===== src/rtl/branch_hazard_pkg.sv =====
// Shared encodings for branch operand forwarding and hazard FSM.
// Used by the hazard unit and the ID-stage branch operand selector.
package branch_hazard_pkg;

    typedef enum logic [1:0] {
        FWD_RF  = 2'b00,
        FWD_EX  = 2'b01,
        FWD_MEM = 2'b10,
        FWD_WB  = 2'b11
    } fwd_e;

    typedef enum logic {
        ST_RUN   = 1'b0,
        ST_STALL = 1'b1
    } hz_state_e;

    // Youngest producer wins; callers pass only non-load hits for EX/MEM.
    function automatic fwd_e fwd_pick(
        input logic ex_hit,
        input logic mem_hit,
        input logic wb_hit
    );
        fwd_e sel;
        sel = FWD_RF;
        priority case (1'b1)
            ex_hit:  sel = FWD_EX;
            mem_hit: sel = FWD_MEM;
            wb_hit:  sel = FWD_WB;
            default: sel = FWD_RF;
        endcase
        return sel;
    endfunction

endpackage


===== src/rtl/branch_hazard_unit_slot.sv =====
// One pipeline tracker slot: destination info register plus
// operand match against the branch sources in ID.
module hazard_slot
    import branch_hazard_pkg::*;
#(
    parameter int REG_W = 4
) (
    input  logic             clk,
    input  logic             rst,
    input  logic             adv,
    input  logic [REG_W+2:0] d,
    input  logic [REG_W-1:0] rs1,
    input  logic [REG_W-1:0] rs2,
    output logic [REG_W+2:0] q,
    output logic             fwd1,
    output logic             fwd2,
    output logic             ld1,
    output logic             ld2
);

    logic             valid;
    logic             wr_en;
    logic             is_load;
    logic [REG_W-1:0] rd;
    logic             m1;
    logic             m2;

    always_ff @(posedge clk or posedge rst) begin
        if (rst) begin
            valid   <= 1'b0;
            wr_en   <= 1'b0;
            is_load <= 1'b0;
            rd      <= '0;
        end else if (adv) begin
            {valid, wr_en, is_load, rd} <= d;
        end
    end

    assign q = {valid, wr_en, is_load, rd};

    assign m1 = valid & wr_en & (rd == rs1) & (|rs1);
    assign m2 = valid & wr_en & (rd == rs2) & (|rs2);

    assign fwd1 = m1 & ~is_load;
    assign fwd2 = m2 & ~is_load;
    assign ld1  = m1 & is_load;
    assign ld2  = m2 & is_load;

endmodule


===== src/rtl/branch_hazard_unit.sv =====
// Branch operand forwarding and load-use stall detection for ID-stage
// branch resolution, with a stall-episode counter.
module branch_hazard_unit
    import branch_hazard_pkg::*;
#(
    parameter int REG_W = 4,
    parameter int CNT_W = 16
) (
    input  logic             clk,
    input  logic             rst,
    input  logic             hold,
    input  logic             flush,
    input  logic             id_valid,
    input  logic             id_is_branch,
    input  logic [REG_W-1:0] id_rs1,
    input  logic [REG_W-1:0] id_rs2,
    input  logic             id_wr_en,
    input  logic             id_is_load,
    input  logic [REG_W-1:0] id_rd,
    output logic [3:0]       forward_c,
    output logic             stall,
    output logic [CNT_W-1:0] stall_events
);

    localparam int SW = REG_W + 3;

    logic [SW-1:0] chain [4];
    logic [2:0]    fh1;
    logic [2:0]    fh2;
    logic [2:0]    lh1;
    logic [2:0]    lh2;
    logic          live;
    fwd_e          sel1;
    fwd_e          sel2;
    hz_state_e     state_q;
    hz_state_e     state_d;
    logic          cnt_inc;
    logic [CNT_W-1:0] cnt_q;

    assign live = id_valid & id_is_branch;

    assign stall = live & ~flush & (lh1[0] | lh2[0] | lh1[1] | lh2[1]);

    // A squashed or stalled ID instruction enters EX as a bubble.
    assign chain[0] = (stall | flush) ? '0
                    : {id_valid, id_wr_en, id_is_load, id_rd};

    for (genvar i = 0; i < 3; i++) begin : g_slot
        hazard_slot #(.REG_W(REG_W)) u_slot (
            .clk  (clk),
            .rst  (rst),
            .adv  (~hold),
            .d    (chain[i]),
            .rs1  (id_rs1),
            .rs2  (id_rs2),
            .q    (chain[i+1]),
            .fwd1 (fh1[i]),
            .fwd2 (fh2[i]),
            .ld1  (lh1[i]),
            .ld2  (lh2[i])
        );
    end

    assign sel1 = fwd_pick(fh1[0], fh1[1], fh1[2] | lh1[2]);
    assign sel2 = fwd_pick(fh2[0], fh2[1], fh2[2] | lh2[2]);

    assign forward_c = live ? {sel2, sel1} : 4'b0000;

    always_ff @(posedge clk or posedge rst) begin
        if (rst) begin
            state_q <= ST_RUN;
            cnt_q   <= '0;
        end else begin
            state_q <= state_d;
            if (cnt_inc)
                cnt_q <= cnt_q + 1'b1;
        end
    end

    always_comb begin
        state_d = state_q;
        cnt_inc = 1'b0;
        if (!hold) begin
            unique case (state_q)
                ST_RUN: begin
                    if (stall) begin
                        state_d = ST_STALL;
                        cnt_inc = 1'b1;
                    end
                end
                ST_STALL: begin
                    if (!stall)
                        state_d = ST_RUN;
                end
                default: state_d = ST_RUN;
            endcase
        end
    end

    assign stall_events = cnt_q;

endmodule


===== config.mk =====
export PLATFORM = sky130hd
export DESIGN_NAME = branch_hazard_unit
export DESIGN_NICKNAME = d
export VERILOG_FILES = /design/src/rtl/branch_hazard_pkg.sv /design/src/rtl/branch_hazard_unit_slot.sv /design/src/rtl/branch_hazard_unit.sv
export SDC_FILE = /design/constraint.sdc
export NUM_CORES = 1
export LEC_CHECK = 0
export BUFFER_PORTS_ARGS = -buffer_cell sky130_fd_sc_hd__buf_2
export CORE_AREA = 2 2 68 70
export CTS_BUF_LIST = sky130_fd_sc_hd__clkbuf_4
export DETAILED_ROUTE_END_ITERATION = 8
export DIE_AREA = 0 0 70 72
export PLACE_DENSITY = 0.72
export SYNTH_ARGS = -nofsm -noshare
export SYNTH_HDL_FRONTEND = slang
export SYNTH_SLANG_ARGS = --single-unit

===== constraint.sdc =====
create_clock -name clk -period 2.3 [get_ports clk]
set_clock_uncertainty 0.1 [all_clocks]
set_input_delay 0.115 -clock clk [delete_from_list [all_inputs] [get_ports clk]]
set_output_delay 0.115 -clock clk [all_outputs]
set_load 0.01 [all_outputs]

Word level (Yosys, flattened, before mapping)
Cells that the tools add are included.
{"block": "totals", "ff_bits": 38, "in_bits": 20, "output_inout_bits": 21, "word_cells": 74}
{"block": "op_classes", "n_addsub": 1, "eq_ne": 6, "n_mux": 11, "n_bitwise": 40, "reduce_logical": 2}
{"cell": "AND 1 bit", "count": 30}
{"cell": "== test 4 bit", "count": 6}
{"cell": "adder 16 x 1 -> 16 bit (second input constant)", "count": 1}
{"cell": "2-to-1 mux 2 bit", "count": 6}
{"cell": "OR reduction 4 bit", "count": 2}
{"cell": "2-to-1 mux 7 bit", "count": 1}
{"cell": "OR 1 bit", "count": 6}
{"cell": "2-to-1 mux 4 bit", "count": 1}
{"cell": "NOT 1 bit", "count": 4}
{"cell": "2-to-1 mux 1 bit", "count": 3}

Depth between registers and ports, before layout
{"block": "depth", "ltp_word": 11, "mapped_depth": 8, "depth_no_buf": 6}

Modules after synthesis
Synthesis repeated with hierarchy kept, for this count alone.
{"block": "unflattened", "hier_cells": 197, "hier_area_um2": 2150.8}
{"mod": "hazard_slot", "n_inst": 3, "cells_each": 37, "area_each_um2": 414.1, "seq_area_each_um2": 175.2}
{"mod": "branch_hazard_unit", "n_inst": 1, "cells_each": 86, "area_each_um2": 908.4, "seq_area_each_um2": 425.4}

Worst setup path after synthesis
Ideal clock, no wire load.
{"block": "synth_path", "kind": "flip-flop to flip-flop", "start": "register g_slot[0].u_slot.rd[2]", "end": "register state_q", "setup_ns": 0.125, "t_arrival_ns": 1.650, "required_time_ns": 2.075, "path_slack_ns": 0.425, "stages_incl_launch_ff": 6, "n_path_buf": 0, "period_less_slack_ns": 1.875, "path_cell_list": "dfrtp_1 o41ai_2 o22ai_2 a22oi_4 nor3_1 mux2_2"}
{"block": "synth_between", "elab_chain_cells": 9, "elab_cells_between_ends": 13, "cone_classes": "eq/ne (2); mux (1); bitwise (10)"}
{"item": "start, declared", "line": "branch_hazard_unit_slot.sv:24", "text": "logic [REG_W-1:0] rd;"}
{"item": "start signal, assigned", "line": "branch_hazard_unit_slot.sv:33", "text": "rd <= '0;"}
{"item": "start signal, assigned", "line": "branch_hazard_unit_slot.sv:35", "text": "{valid, wr_en, is_load, rd} <= d;"}
{"item": "== test 4 bit (on tied branches)", "line": "branch_hazard_unit_slot.sv:41, branch_hazard_unit_slot.sv:42"}
{"item": "AND 1 bit (on tied branches) (2 in a row)", "line": "branch_hazard_unit_slot.sv:41, branch_hazard_unit_slot.sv:42"}
{"item": "AND 1 bit (on tied branches)", "line": "branch_hazard_unit_slot.sv:46, branch_hazard_unit_slot.sv:47"}
{"item": "OR 1 bit (*) (3 in a row)", "line": "branch_hazard_unit.sv:42", "text": "assign stall = live & ~flush & (lh1[0] | lh2[0] | lh1[1] | lh2[1]);"}
{"item": "AND 1 bit (*)", "line": "branch_hazard_unit.sv:42"}
{"item": "net stall", "line": "branch_hazard_unit.sv:21", "text": "output logic stall,"}
{"item": "2-to-1 mux 1 bit (*)", "line": "branch_hazard_unit.sv:86, branch_hazard_unit.sv:92"}
{"item": "end signal, assigned", "line": "branch_hazard_unit.sv:74", "text": "state_q <= state_d;"}
{"item": "end, declared", "line": "branch_hazard_unit.sv:35", "text": "hz_state_e state_q;"}
Mark *: on every way through the listed nets, which the timed path passes. The rest lies on a longest branch.
A chain may end at the register's enable or synchronous reset.

Worst setup path after layout
{"block": "layout_path", "start": "register g_slot[2].u_slot.rd[1]", "end": "output forward_c[2]"}
{"block": "layout_between", "elab_chain_cells": 9, "elab_cells_between_ends": 10, "cone_classes": "eq/ne (1); mux (4); bitwise (5)"}
{"item": "start, declared", "line": "branch_hazard_unit_slot.sv:24"}
{"item": "start signal, assigned", "line": "branch_hazard_unit_slot.sv:33"}
{"item": "start signal, assigned", "line": "branch_hazard_unit_slot.sv:35"}
{"item": "== test 4 bit (*)", "line": "branch_hazard_unit_slot.sv:42", "text": "assign m2 = valid & wr_en & (rd == rs2) & (|rs2);"}
{"item": "AND 1 bit (*) (2 in a row)", "line": "branch_hazard_unit_slot.sv:42"}
{"item": "AND 1 bit (on tied branches)", "line": "branch_hazard_unit_slot.sv:45, branch_hazard_unit_slot.sv:47"}
{"item": "OR 1 bit (*)", "line": "branch_hazard_unit.sv:65", "text": "assign sel2 = fwd_pick(fh2[0], fh2[1], fh2[2] | lh2[2]);"}
{"item": "2-to-1 mux 2 bit (*) (3 in a row)", "line": "branch_hazard_pkg.sv:25", "text": "priority case (1'b1)"}
{"item": "2-to-1 mux 4 bit (*)", "line": "branch_hazard_unit.sv:67", "text": "assign forward_c = live ? {sel2, sel1} : 4'b0000;"}
{"item": "end, declared", "line": "branch_hazard_unit.sv:20", "text": "output logic [3:0] forward_c,"}
Mark *: on every way between the ends. The rest lies on a longest branch, timed or not.

==> flow_summary.yaml <==
routing:
  ant_nets: 0
  post-route-drc-count: 0
  wl_um: 4530
  num_vias: 1613
  drt-initial-drc-count: 96
  avgViaCountPerCell: 5.45
  dr.pass1.iters: 4
  wl_per_cell_um: 15.3
place:
  place_congestion: 0.872
  place_inst: 280
  hpwl_um: 3230
  io_buffers: 40
global_routing:
  grt_pass1_vias: 1634
  grt_use_met3_pct: 5.28
  grt_first_pass_wirelength_um: 7870
  grtUsageMet2_pct: 31.4
  grt_overflow: 0
  grt_max_degree: 38
  antenna_found_initial: 0
  met1_usage_pct: 26.9
  grtUsageTotal_pct: 20.1
  grt-busiest-layer: "met2"
worst_setup_path:
  worstPathRequired_ns: 2.09
  startpoint_type: "flip-flop"
  r2r_cells: 7
  critPathKind: "flip-flop to output pin"
  cp_data_arrival_time_ns: 1.98
  end_kind: "output pin"
  crit_path_max_fanout: 4
finish:
  final_cell_mix: "40 x buf_2, 37 x dfrtp_1, 19 x xnor2_1"
  seq_area_um2: 926
  num_antenna_cells: 0
  layout.nets: 264
  drive_above_1_share_pct: 34.4
  layout_commonest_cell: "buf_2"
  fill_cells: 382
  fin_util_pct: 58.9
  area_growth_pct: 19.5
  multi_input_area_um2: 1140
  final_cells: 296
timing:
  clock.fmax_mhz: 456
  finalSetupTns_ns: 0
  hold_violations: 0
  fin_crit_ns: 2.19
  whs_ns: 0.0164
  rsz0062_at_grt: "no"
  slew_viol_final: 0
  finalSetupViolations: 0
  slew_headroom_pct: 68.5
  tightest_slew_ns: 0.473
  period_share_pct: 95.3
clock_tree:
  cts_tree: "yes"
  clock_sinks: 37
  htreeDepth: 2
  cts_made_buffers: 5
  max-clock-path-buffers: 2
  clkTransAtPathRegs_ns: 0.12
  clk_latency_ns: 0.36
  cts-root-buf: "clkbuf_4"
floorplan:
  die_w_um: 70
  die-area_um2: 5040
  row_count: 24
  fp.coreArea_um2: 4260
  ios: 41
  initial_core_util_pct: 49.2
  die_h_um: 72
worst_hold_path:
  hp-class: "input port to flip-flop"
  whs_path_depth: 3
logic_synthesis:
  syn_inst: 195
  synth_edf_count: 0
  synth_fp_nets: 216
  synth-async-reset-ratio_pct: 100
  synth-seq-cells: 37
  syn_area_um2: 2100
  ys_types: 33
  ys.flop_type: "dfrtp_1"
  synth_warnings: 0
  ys_seq_area_share_pct: 44.1
  avgSynthCellArea_um2: 10.8
power_and_ir_drop:
  power.leakage_nw: 1.27
  pwr_density_cell_nw_per_um2: 517
  peakVddDrop_v: 0.000478
  totalPowerFinal_mw: 1.30
flow_run:
  cap_viol_max_count: 0
status:
  status: "finished, final reports clean"
synth_stat cells, types with 3 or more instances:
| cell | instances | area share, % |
|---|---|---|
| clkbuf_1 | 5 | 0.89 |
| o41ai_2 | 3 | 2.3 |
| xor2_1 | 17 | 7.1 |
| and3_1 | 5 | 1.5 |
| a21oi_1 | 6 | 1.4 |
| nand2b_1 | 3 | 0.89 |
| dfrtp_1 | 37 | 44 |
| nand4_1 | 3 | 0.89 |
| xnor2_1 | 19 | 7.9 |
| mux2_2 | 14 | 7.5 |
| nor2_1 | 9 | 1.6 |
| nand3_1 | 10 | 2.4 |
| nand2_1 | 17 | 3.0 |
| a22o_1 | 6 | 2.5 |
| or4_1 | 3 | 1.1 |
| nor4_1 | 3 | 0.89 |
| buf_2 | 6 | 1.4 |
| nor3_1 | 10 | 2.4 |
where the power goes:
group	total (mW)	leakage, nW	internal (mW)	switching [mW]
clock	0.342	0.0326	0.116	0.226
sequential	0.734	0.498	0.689	0.0457
combinational	0.222	0.742	0.117	0.105
total	1.30	1.27	0.921	0.377
flip-flops by register name, summed over array words and instances, names as in the netlist:
name and flops:
g_slot.u_slot.is_load 2, g_slot.u_slot.rd 12, g_slot.u_slot.valid 3, g_slot.u_slot.wr_en 3, stall_events 16, state_q 1
what timing repair did:
action / 4_1_cts / 5_1_grt
hold buffers: 8 / 0
resized for setup: 0 / 7
endpoints found under the hold margin: 44 / 0
setup endpoints to repair: 0 / 3
buffers inserted: 0 / 0
per-layer routing:
layer / wire [um] / share of wire (%)
met2: 2060 / 45
met3: 231 / 5.1
met4: 92 / 2.0
met5: 0 / 0
met1: 2140 / 47
path summary, 6_finish.rpt:
| kind | start | endpoint | slack (ns) |
|---|---|---|---|
| setup / recovery | g_slot[2].u_slot.rd[1]$_DFFE_PP0N_ | forward_c[2] | 0.11 |
| min in group asynchronous | rst | stall_events[3]$_DFFE_PP0P_ | 0.30 |
| hold reg to reg | stall_events[15]$_DFFE_PP0P_ | stall_events[15]$_DFFE_PP0P_ | 0.37 |
| hold / removal | id_is_branch | g_slot[0].u_slot.valid$_DFFE_PP0N_ | 0.02 |
| max in group asynchronous | rst | stall_events[0]$_DFFE_PP0P_ | 1.47 |
| setup reg to reg | g_slot[1].u_slot.rd[1]$_DFFE_PP0N_ | stall_events[6]$_DFFE_PP0P_ | 0.22 |
critical path: stages, from the launching register on:
cell and delay, ns:
dfrtp_1 0.44, xnor2_1 0.18, nand2_1 0.07, or4_4 0.49
nand2b_1 0.18, a21oi_2 0.13, buf_2 0.14
per-stage QoR:
| stage | instance area, um^2 | setup WS (ns) |
|---|---|---|
| 2_1_floorplan | 2100 | 0.425 |
| 3_3_place_gp | 2340 | 0.300 |
| 3_5_place_dp | 2340 | 0.247 |
| 4_1_cts | 2480 | 0.0129 |
| 5_1_grt | 2510 | 0.00585 |
| 6_report | 2510 | 0.108 |
layout make-up:
class	instances	share of cell area, %
repair buffers	53	12.7
clock inverters	3	0.698
inverters	1	0.150
clock buffers	5	1.50
multi-input cells	145	45.5
flip-flops and latches	37	36.9
well taps	52	2.59
cell families (layout without fill, tap and decap cells):
| kind of cell | count (synthesis) | in the layout | synth area share, % |
|---|---|---|---|
| AOI/OAI and AO/OA | 21 | 21 | 9.65 |
| DFF | 37 | 37 | 44.1 |
| and+or+nand+nor | 72 | 72 | 19.5 |
| muxes | 15 | 15 | 8.05 |
| buffers and inverters | 13 | 62 | 3.04 |
| adders and majority gates | 1 | 1 | 0.596 |
| xor gates and xnor gates | 36 | 36 | 15.0 |
(Power assumes the default switching activity.)
